File: src/rtl/div_iter.sv
// -----------------------------------------------------------------------------
// div_iter -- iterative radix-2 restoring divider for DIV / DIVU.
//
// Responder side of the EX-stage divide handshake. EX raises div_start and
// holds it, stalling the pipeline, until this block pulses div_ready. The
// result on div_res is then valid and stays valid until the next completion.
//
// Ports:
//   clk         core clock
//   rst         synchronous, active-high reset
//   div_start   request from EX; held high for the whole operation, low = cancel
//   div_signed  1 = DIV (two's complement), 0 = DIVU; sampled at acceptance
//   opr1        dividend; sampled at acceptance
//   opr2        divisor; sampled at acceptance
//   div_ready   one-cycle pulse, result valid
//   div_res     [63:32] remainder (HI), [31:0] quotient (LO)
//   div_busy    high while iterating
// -----------------------------------------------------------------------------
module div_iter (
    input  logic        clk,
    input  logic        rst,
    input  logic        div_start,
    input  logic        div_signed,
    input  logic [31:0] opr1,
    input  logic [31:0] opr2,
    output logic        div_ready,
    output logic [63:0] div_res,
    output logic        div_busy
);

    typedef enum logic [1:0] {
        ST_IDLE = 2'd0,
        ST_RUN  = 2'd1,
        ST_DONE = 2'd2
    } state_t;

    // Magnitude of a possibly-signed operand; 0x80000000 maps to itself,
    // which is the correct unsigned magnitude.
    function automatic logic [31:0] mag32(input logic [31:0] v, input logic sgn);
        logic [31:0] m;
        if (sgn && v[31]) begin
            m = ~v + 32'd1;
        end else begin
            m = v;
        end
        return m;
    endfunction

    // Conditional 32-bit two's complement negation (wrap-around).
    function automatic logic [31:0] neg_if(input logic [31:0] v, input logic neg);
        logic [31:0] r;
        if (neg) begin
            r = ~v + 32'd1;
        end else begin
            r = v;
        end
        return r;
    endfunction

    state_t      state_r, state_s;
    logic [31:0] divisor_r, divisor_s;
    logic [31:0] quo_r, quo_s;      // dividend bits shift out, quotient bits shift in
    logic [31:0] rem_r, rem_s;
    logic [5:0]  cnt_r, cnt_s;
    logic        qneg_r, qneg_s;
    logic        rneg_r, rneg_s;
    logic        ready_r;
    logic        busy_r;
    logic [63:0] res_r, res_s;

    // 33-bit partial remainder after the shift, and the trial subtraction.
    // Because rem < divisor before the shift, shift < 2*divisor, so a
    // successful trial always fits in 32 bits and trial[32] is the borrow.
    logic [32:0] shift_s;
    logic [32:0] trial_s;

    assign shift_s = {rem_r, quo_r[31]};
    assign trial_s = shift_s - {1'b0, divisor_r};

    // Next-state and datapath update for the IDLE / RUN / DONE sequence.
    always_comb begin
        state_s   = state_r;
        divisor_s = divisor_r;
        quo_s     = quo_r;
        rem_s     = rem_r;
        cnt_s     = cnt_r;
        qneg_s    = qneg_r;
        rneg_s    = rneg_r;
        case (state_r)
            ST_IDLE: begin
                if (div_start) begin
                    divisor_s = mag32(opr2, div_signed);
                    cnt_s     = 6'd0;
                    if (opr2 == 32'h0000_0000) begin
                        // Divide by zero: quotient all ones, remainder is the
                        // raw dividend, so no sign fix-up is applied.
                        quo_s   = 32'hFFFF_FFFF;
                        rem_s   = opr1;
                        qneg_s  = 1'b0;
                        rneg_s  = 1'b0;
                        state_s = ST_DONE;
                    end else begin
                        quo_s   = mag32(opr1, div_signed);
                        rem_s   = 32'h0000_0000;
                        qneg_s  = div_signed & (opr1[31] ^ opr2[31]);
                        rneg_s  = div_signed & opr1[31];
                        state_s = ST_RUN;
                    end
                end else begin
                    state_s = ST_IDLE;
                end
            end
            ST_RUN: begin
                if (!div_start) begin
                    // Flush / exception: drop the operation silently.
                    state_s = ST_IDLE;
                end else begin
                    if (!trial_s[32]) begin
                        rem_s = trial_s[31:0];
                        quo_s = {quo_r[30:0], 1'b1};
                    end else begin
                        rem_s = shift_s[31:0];
                        quo_s = {quo_r[30:0], 1'b0};
                    end
                    cnt_s = cnt_r + 6'd1;
                    if (cnt_r == 6'd31) begin
                        state_s = ST_DONE;
                    end else begin
                        state_s = ST_RUN;
                    end
                end
            end
            ST_DONE: begin
                state_s = ST_IDLE;
            end
            default: begin
                state_s = ST_IDLE;
            end
        endcase
    end

    // Final signed fix-up, taken from the values about to enter DONE so the
    // result is on div_res in the same cycle as the div_ready pulse.
    always_comb begin
        res_s = {neg_if(rem_s, rneg_s), neg_if(quo_s, qneg_s)};
    end

    // State, datapath and registered outputs.
    always_ff @(posedge clk) begin
        if (rst) begin
            state_r   <= ST_IDLE;
            divisor_r <= 32'h0000_0000;
            quo_r     <= 32'h0000_0000;
            rem_r     <= 32'h0000_0000;
            cnt_r     <= 6'd0;
            qneg_r    <= 1'b0;
            rneg_r    <= 1'b0;
            ready_r   <= 1'b0;
            busy_r    <= 1'b0;
            res_r     <= 64'h0;
        end else begin
            state_r   <= state_s;
            divisor_r <= divisor_s;
            quo_r     <= quo_s;
            rem_r     <= rem_s;
            cnt_r     <= cnt_s;
            qneg_r    <= qneg_s;
            rneg_r    <= rneg_s;
            ready_r   <= (state_s == ST_DONE);
            busy_r    <= (state_s == ST_RUN);
            if (state_s == ST_DONE) begin
                res_r <= res_s;
            end else begin
                res_r <= res_r;
            end
        end
    end

    assign div_ready = ready_r;
    assign div_busy  = busy_r;
    assign div_res   = res_r;

endmodule

File: config.mk
export PLATFORM = sky130hd
export DESIGN_NAME = div_iter
export DESIGN_NICKNAME = d
export VERILOG_FILES = /design/src/rtl/div_iter.sv
export SDC_FILE = /design/constraint.sdc
export NUM_CORES = 1
export LEC_CHECK = 0
export ABC_AREA = 1
export CORE_MARGIN = 8
export CORE_UTILIZATION = 55
export CTS_BUF_LIST = sky130_fd_sc_hd__clkbuf_8
export CTS_CLUSTER_DIAMETER = 60
export DETAILED_ROUTE_END_ITERATION = 8
export PLACE_DENSITY = 0.77
export SLEW_MARGIN = 5
export SYNTH_ARGS = -nofsm -noshare
export SYNTH_HDL_FRONTEND = slang
export SYNTH_SLANG_ARGS = --single-unit
File: constraint.sdc
create_clock -name clk -period 5.5 [get_ports clk]
set_input_delay 0.825 -clock clk [delete_from_list [all_inputs] [get_ports clk]]
set_output_delay 0.825 -clock clk [all_outputs]
set_load 0.03 [all_outputs]
==> results of run 1 <==
-- registers in the layout (all words and copies together), names as in the netlist --
signal     flops
state_r        2
qneg_r         1
cnt_r          6
div_res       64
div_ready      1
quo_r         32
div_busy       1
divisor_r     32
rem_r         32
rneg_r         1
-- cell families (layout without fill, tap and decap cells) --
logic type / after synthesis / in the layout
flops: 172 / 172
simple gates: 1255 / 1255
xor+xnor: 54 / 54
fa+ha+maj: 38 / 38
compound gates: 408 / 408
buf+inv: 474 / 576
-- final cells by class --
class	count	share of cell area, %
clock buffers	17	1.46
clock inverters	15	1.08
inverters	393	9.22
multi-input cells	1755	55.0
flip-flops and latches	172	21.5
well taps	330	2.58
repair buffers	151	9.10
-- path summary, 6_finish.rpt --
kind                            startpoint          end  slack (ns)  depth (start not counted)
worst max-delay path            state_r[1]  div_res[50]        0.99                         20
worst min-delay path              cnt_r[3]     cnt_r[4]        0.47                          1
worst max register to register  state_r[1]  div_res[50]        0.99                         20
worst min register to register    cnt_r[3]     cnt_r[4]        0.47                          1
-- Yosys cell counts (5+ instances only) --
| cell type | count |
|---|---|
| nand2_2 | 35 |
| nand3b_1 | 8 |
| clkbuf_8 | 8 |
| a211oi_1 | 10 |
| xnor2_1 | 23 |
| o21ai_0 | 147 |
| a21oi_1 | 123 |
| o211ai_1 | 18 |
| inv_1 | 381 |
| clkbuf_1 | 45 |
| ha_1 | 37 |
| o21bai_1 | 12 |
| nor3_1 | 34 |
| nand4_1 | 20 |
| o22ai_1 | 29 |
| a21oi_2 | 9 |
| o21ai_1 | 13 |
| nand3_1 | 158 |
| nand2_4 | 8 |
| nor2_2 | 20 |
| nand3_2 | 14 |
| dfxtp_1 | 172 |
| or2_2 | 10 |
| buf_4 | 5 |
| buf_2 | 15 |
| a21oi_4 | 6 |
| a31oi_1 | 9 |
| xor2_1 | 31 |
| o221ai_1 | 5 |
| nor2_1 | 306 |
| nand2_1 | 627 |
| inv_2 | 8 |
-- per-layer routing --
layer	wire length [microns]	up-vias	track usage (%)
met4	2900	0	17.8
met2	22300	727	51.1
met5	0	-	0
met1	19600	7302	38.4
met3	4150	177	4.89
li1	-	7803	-
-- power groups by stage --
stage | sequential (mW) | clock, mW | combinational [mW]
6_report | 1.35 | 0.939 | 1.57
5_1_grt | 1.35 | 0.995 | 1.75
4_1_cts | 1.35 | 0.944 | 1.54
3_5_place_dp | 1.37 | 0 | 1.53
3_3_place_gp | 1.37 | 0 | 1.51
2_1_floorplan | 1.36 | 0 | 1.14
-- worst max-delay path, delay by kind of cell, from the launching register on --
kind | cells | cell delay, ns
simple gates | 10 | 2.58
buf+inv | 6 | 0.71
flops | 1 | 0.52
compound gates | 3 | 0.32
fa+ha+maj | 1 | 0.31
-- through the flow --
stage / cells / setup slack, ns / area [sq um] / hold slack, ns
after floorplan: 2401 / 2.08 / 14200 / 0.434
after global placement: 2801 / 1.09 / 15600 / 0.445
after detailed placement: 2801 / 0.968 / 15600 / 0.460
after CTS: 2833 / 1.16 / 16000 / 0.473
after global routing: 2833 / 0.670 / 16000 / 0.517
final: 2833 / 0.990 / 16000 / 0.474
==> impl_metrics.csv, run 1 <==
group,metric,value,unit
routing,antenna_left,0,
floorplan,die_h,177,microns
timing,fin_crit_sh,82.0,%
clock_network,clock_latency,0.48,ns
grt,grt_use_total,31.2,%
critical_path,required,5.89,ns
floorplan,ios,134,
timing,min_period,4.51,ns
timing,relSlewSlack,16.7,%
synthesis,synthCells,2401,
clock_network,cts_hold_buf,0,
routing,drtIter0Drc,1676,
final_layout,antennaDiodeCount,0,
timing,hold_viol,0,
floorplan,dieArea,31200,sq um
synthesis,yosys-top-cells-area,"dfxtp_1 (24%), nand2_1 (17%), inv_1 (10%), nor2_1 (8.1%), nand3_1 (5.6%)",
synthesis,synth_compound_gate_area_share,17.1,%
routing,viasPerCell,5.65,
clock_network,cts_num_sinks,172,
timing,rsz0062_at_grt,"no",
synthesis,yosysTopAreaCell,"dfxtp_1",
power,pwr-share-clk,24.3,%
floorplan,chipWidth,177,microns
status,outcome,"completed",
synthesis,netlist_area,14200,sq um
power,p_sw_share,44.5,%
synthesis,synth_fa_ha_area_share,3.41,%
clock_network,cts_resized,0,
final_layout,drive_gt1_share,7.15,%
critical_path,slowest_delay,0.96,ns
final_layout,nets,2596,
floorplan,row_count,58,
routing,dr.pass1.iters,7,
placement,port_buffers,133,
power,p_int,2.14,mW
routing,drc_errors,0,
power,ir_drop,135,uV
synthesis,avgSynthCellArea,5.90,sq um
hold_path,min_path_type,"flip-flop to flip-flop",
clock_network,clockRootBuffer,"clkbuf_8",
synthesis,ys_warn_count,0,
grt,grt_pass1_wl,78.6,mm
timing,tightest_slew,1.25,ns
synthesis,synthSimpleGateAreaFrac,38.2,%
synthesis,yosysUniqueCellTypes,58,
final_layout,nFillCells,2470,
synthesis,synthArstFlopShare,0,%
floorplan,core-area,25300,sq um
synthesis,ys_seq_area_share,24.3,%
critical_path,critPathArrivalTime,4.90,ns
synthesis,synth_edf_count,0,
power,cellPowerDensity,241,nW/um^2
critical_path,end_kind,"flip-flop",
critical_path,cp_max_fo,25,
synthesis,synth_top_family_by_area,"simple AND/OR/NAND/NOR gates",
final_layout,multi_input_area,8810,sq um
synthesis,synthFlopType,"dfxtp_1",
floorplan,start_util,56.1,%
routing,vias,16009,
clock_network,cts_setup_buffers,0,
timing,tns,0,ns
timing,finalSetupViolCount,0,
critical_path,worst_path_max_delay_cell,"nor2_1",
power,p_comb_share,40.7,%
critical_path,path_cells,"nor2_2 > inv_1 > buf_4 > nor2_1 > a21oi_1 > o21ai_0 > inv_1 > nand2_1 > nand2_1 > ha_1 > inv_1 > nor2_1 > nand2_1 > nand2_1 > nand2_1 > inv_1 > nand2_1 > nor2_1 > o21bai_1 > inv_1",
clock_network,cts_buffers,17,
routing,wl_per_cell,17.3,microns
grt,grt_overflow,0,
synthesis,ys_seq_elements,172,
final_layout,final_util,63.4,%
placement,gp_congestion,0.975,
routing,totalWireLength,49.0,mm
grt,antenna_found_initial,0,
power,p_seq_share,34.9,%
synthesis,synth_top_cell_area_share,24.3,%
grt,grt_pass1_vias,15180,
clock_network,cts_buffer_depth,2,
timing,fmax,222,MHz
critical_path,path_class,"flip-flop to flip-flop",
final_layout,ff_latch_area,3440,sq um
synthesis,synth_xor_area_share,3.34,%
power,p_leak,7.86,nW
clock_network,h-tree-depth,4,
power,finalPower,3.86,mW
synthesis,synthMuxAreaShare,0,%
job,maxCapViolCount,0,
final_layout,final_common_cell,"nand2_1",
grt,grt_max_degree,84,
power,p_sw,1.72,mW
timing,finalMaxSlewViolations,0,
clock_network,clk_pin_slew,0.12,ns
final_layout,layout_common_cells,"nand2_1 (627), inv_1 (380), nor2_1 (306)",
placement,hpwl,38.6,mm
critical_path,critical_path.most_common_cell,"nand2_1",
synthesis,syn-num-nets,2507,
final_layout,area_growth,12.9,%
critical_path,crit_path_start_kind,"flip-flop",
clock_network,cts_tree,"done",
timing,finClkSkew,0.0177,ns
(Power assumes the default switching activity.)
==> run 2: changes to the inputs <==
Settings changed: PLACE_DENSITY 0.77 to 0.8.
Clock period 5.5 ns to 3.61 ns, I/O delays scaled along.
==> impl_metrics.csv, run 2 (same netlist as run 1, synthesis figures left out) <==
group,metric,value,unit
critical_path,end_kind,"flip-flop",
placement,port_buffers,133,
critical_path,reg2reg_depth,25,
timing,tightest_slew,1.24,ns
critical_path,required,4.02,ns
placement,placed_cells,2959,
timing,fmax,288,MHz
clock_network,clockRootBuffer,"clkbuf_8",
critical_path,r2r-start,"divisor_r[20]",
floorplan,core-area,25300,sq um
grt,grt_overflow,0,
routing,vias,16914,
clock_network,cts_buffers,17,
final_layout,layout_common_cells,"nand2_1 (612), inv_1 (377), nor2_1 (300)",
routing,antenna_left,0,
critical_path,crit_path_start_kind,"flip-flop",
clock_network,cts_num_sinks,172,
clock_network,clk_pin_slew,0.13,ns
timing,min_period,3.48,ns
timing,relSlewSlack,17.0,%
clock_network,clock_latency,0.50,ns
routing,wl_per_cell,18.0,microns
grt,grt_pass1_vias,15985,
placement,hpwl,42.2,mm
routing,dr.pass1.iters,6,
power,cellPowerDensity,361,nW/um^2
clock_network,cts_buffer_depth,2,
critical_path,rr_endpoint,"div_res[54]",
critical_path,regToRegSetupSlack,0.13,ns
final_layout,nFillCells,2222,
floorplan,row_count,58,
final_layout,nets,2768,
hold_path,min_path_type,"flip-flop to flip-flop",
critical_path,cp_max_fo,8,
final_layout,final_common_cell,"nand2_1",
final_layout,antennaDiodeCount,0,
grt,grt.met3_usage,6.26,%
floorplan,start_util,56.1,%
routing,drc_errors,0,
routing,totalWireLength,54.0,mm
floorplan,die_h,177,microns
grt,antenna_found_initial,0,
grt,grt_max_degree,115,
grt,busiest_layer,"met2",
grt,met2_usage,56.2,%
status,outcome,"completed",
placement,gp_congestion,1.00,
timing,rsz0062_at_grt,"yes",
final_layout,largest_reg_flops,64,
floorplan,dieArea,31200,sq um
timing,finalSetupViolCount,0,
timing,fin_crit_sh,96.3,%
routing,viasPerCell,5.63,
job,maxCapViolCount,0,
critical_path,critPathArrivalTime,3.88,ns
power,p_leak,8.74,nW
floorplan,chipWidth,177,microns
hold_path,hold_path_startpoint,"cnt_r[3]",
critical_path,path_class,"flip-flop to flip-flop",
grt,grtUsageMet1,38.4,%
final_layout,area_growth,24.9,%
power,ir_drop,220,uV
final_layout,drive_gt1_share,15.1,%
grt,grt_use_total,33.5,%
timing,finClkSkew,0.0242,ns
routing,drtIter0Drc,1805,
floorplan,ios,134,
clock_network,cts_tree,"done",
timing,hold_viol,0,
clock_network,h-tree-depth,4,
hold_path,whs_path_depth,1,
hold_path,whs_endpoint,"cnt_r[4]",
timing,hold_slack,0.472,ns
grt,grt_pass1_wl,83.0,mm
final_layout,layout.cells.non_filler,3005,
timing,finalMaxSlewViolations,0,
run 2: layout make-up:
type	instances	area (sq um)	area share (%)
multi-input combinational	1756	9140	51.6
clock buffer	17	234	1.32
timing repair buffer	322	2780	15.7
tap	330	413	2.33
sequential	172	3460	19.5
clock inverter	15	206	1.17
inverter	393	1480	8.33
run 2: report_power, final:
group / internal, mW / switching [mW]
Clock: 0.556 / 0.964
Combinational: 1.03 / 1.80
Sequential: 1.99 / 0.0698
run 2: how the worst max path moves through the flow:
stage | startpoint | end | slack (ns)
6_report | divisor_r[20] | div_res[54] | 0.13
5_1_grt | divisor_r[25] | div_res[41] | -0.04
4_1_cts | divisor_r[0] | div_res[54] | 0.01
3_5_place_dp | opr2[0] | div_res[22] | -0.24
3_3_place_gp | opr2[0] | div_res[22] | -0.13
2_1_floorplan | quo_r[31] | div_res[28] | 0.19
run 2: routing by layer:
| layer | part of all wire, % | routed length, microns |
|---|---|---|
| met4 | 6.8 | 3700 |
| met3 | 8.1 | 4360 |
| met5 | 0 | 0 |
| met2 | 47 | 25400 |
| met1 | 38 | 20600 |
run 2: stage by stage:
stage	worst slack, ns	total power [mW]	setup TNS [ns]	cell area, sq um	util (%)
floorplan	0.186	3.80	0	14200	-
global placement	-0.129	4.66	-1.06	16800	66.6
detailed placement	-0.236	4.69	-4.07	16800	66.6
CTS	0.0112	6.20	0	17300	68.4
global route	-0.0390	6.76	-0.210	17700	70.1
finish	0.135	6.40	0	17700	70.1
run 2: worst max-delay path, cell delays in order (launching register included):
cell      delay (ns)
dfxtp_1         0.33
inv_1           0.11
ha_1            0.40
nand2_1         0.17
nor2_2          0.08
nand2_1         0.08
nand2_2         0.07
a21oi_4         0.26
nand2_4         0.12
nand2_8         0.13
nand2_8         0.10
nand2_1         0.08
nand3_1         0.07
nand2_1         0.07
nand2_1         0.09
nand2_2         0.09
ha_2            0.20
nand3_1         0.11
nand2_1         0.10
nand2_1         0.13
a21oi_4         0.23
nand2_2         0.10
nand2_1         0.07
nand2_1         0.04
o21bai_1        0.13
inv_1           0.05
run 2: what timing repair did:
item,in CTS,in global routing
setup buffers,0,13
setup endpoints to repair,4,39
hold buffers,0,0
pin swaps,1,23
resized for setup,6,72
cloned,0,1
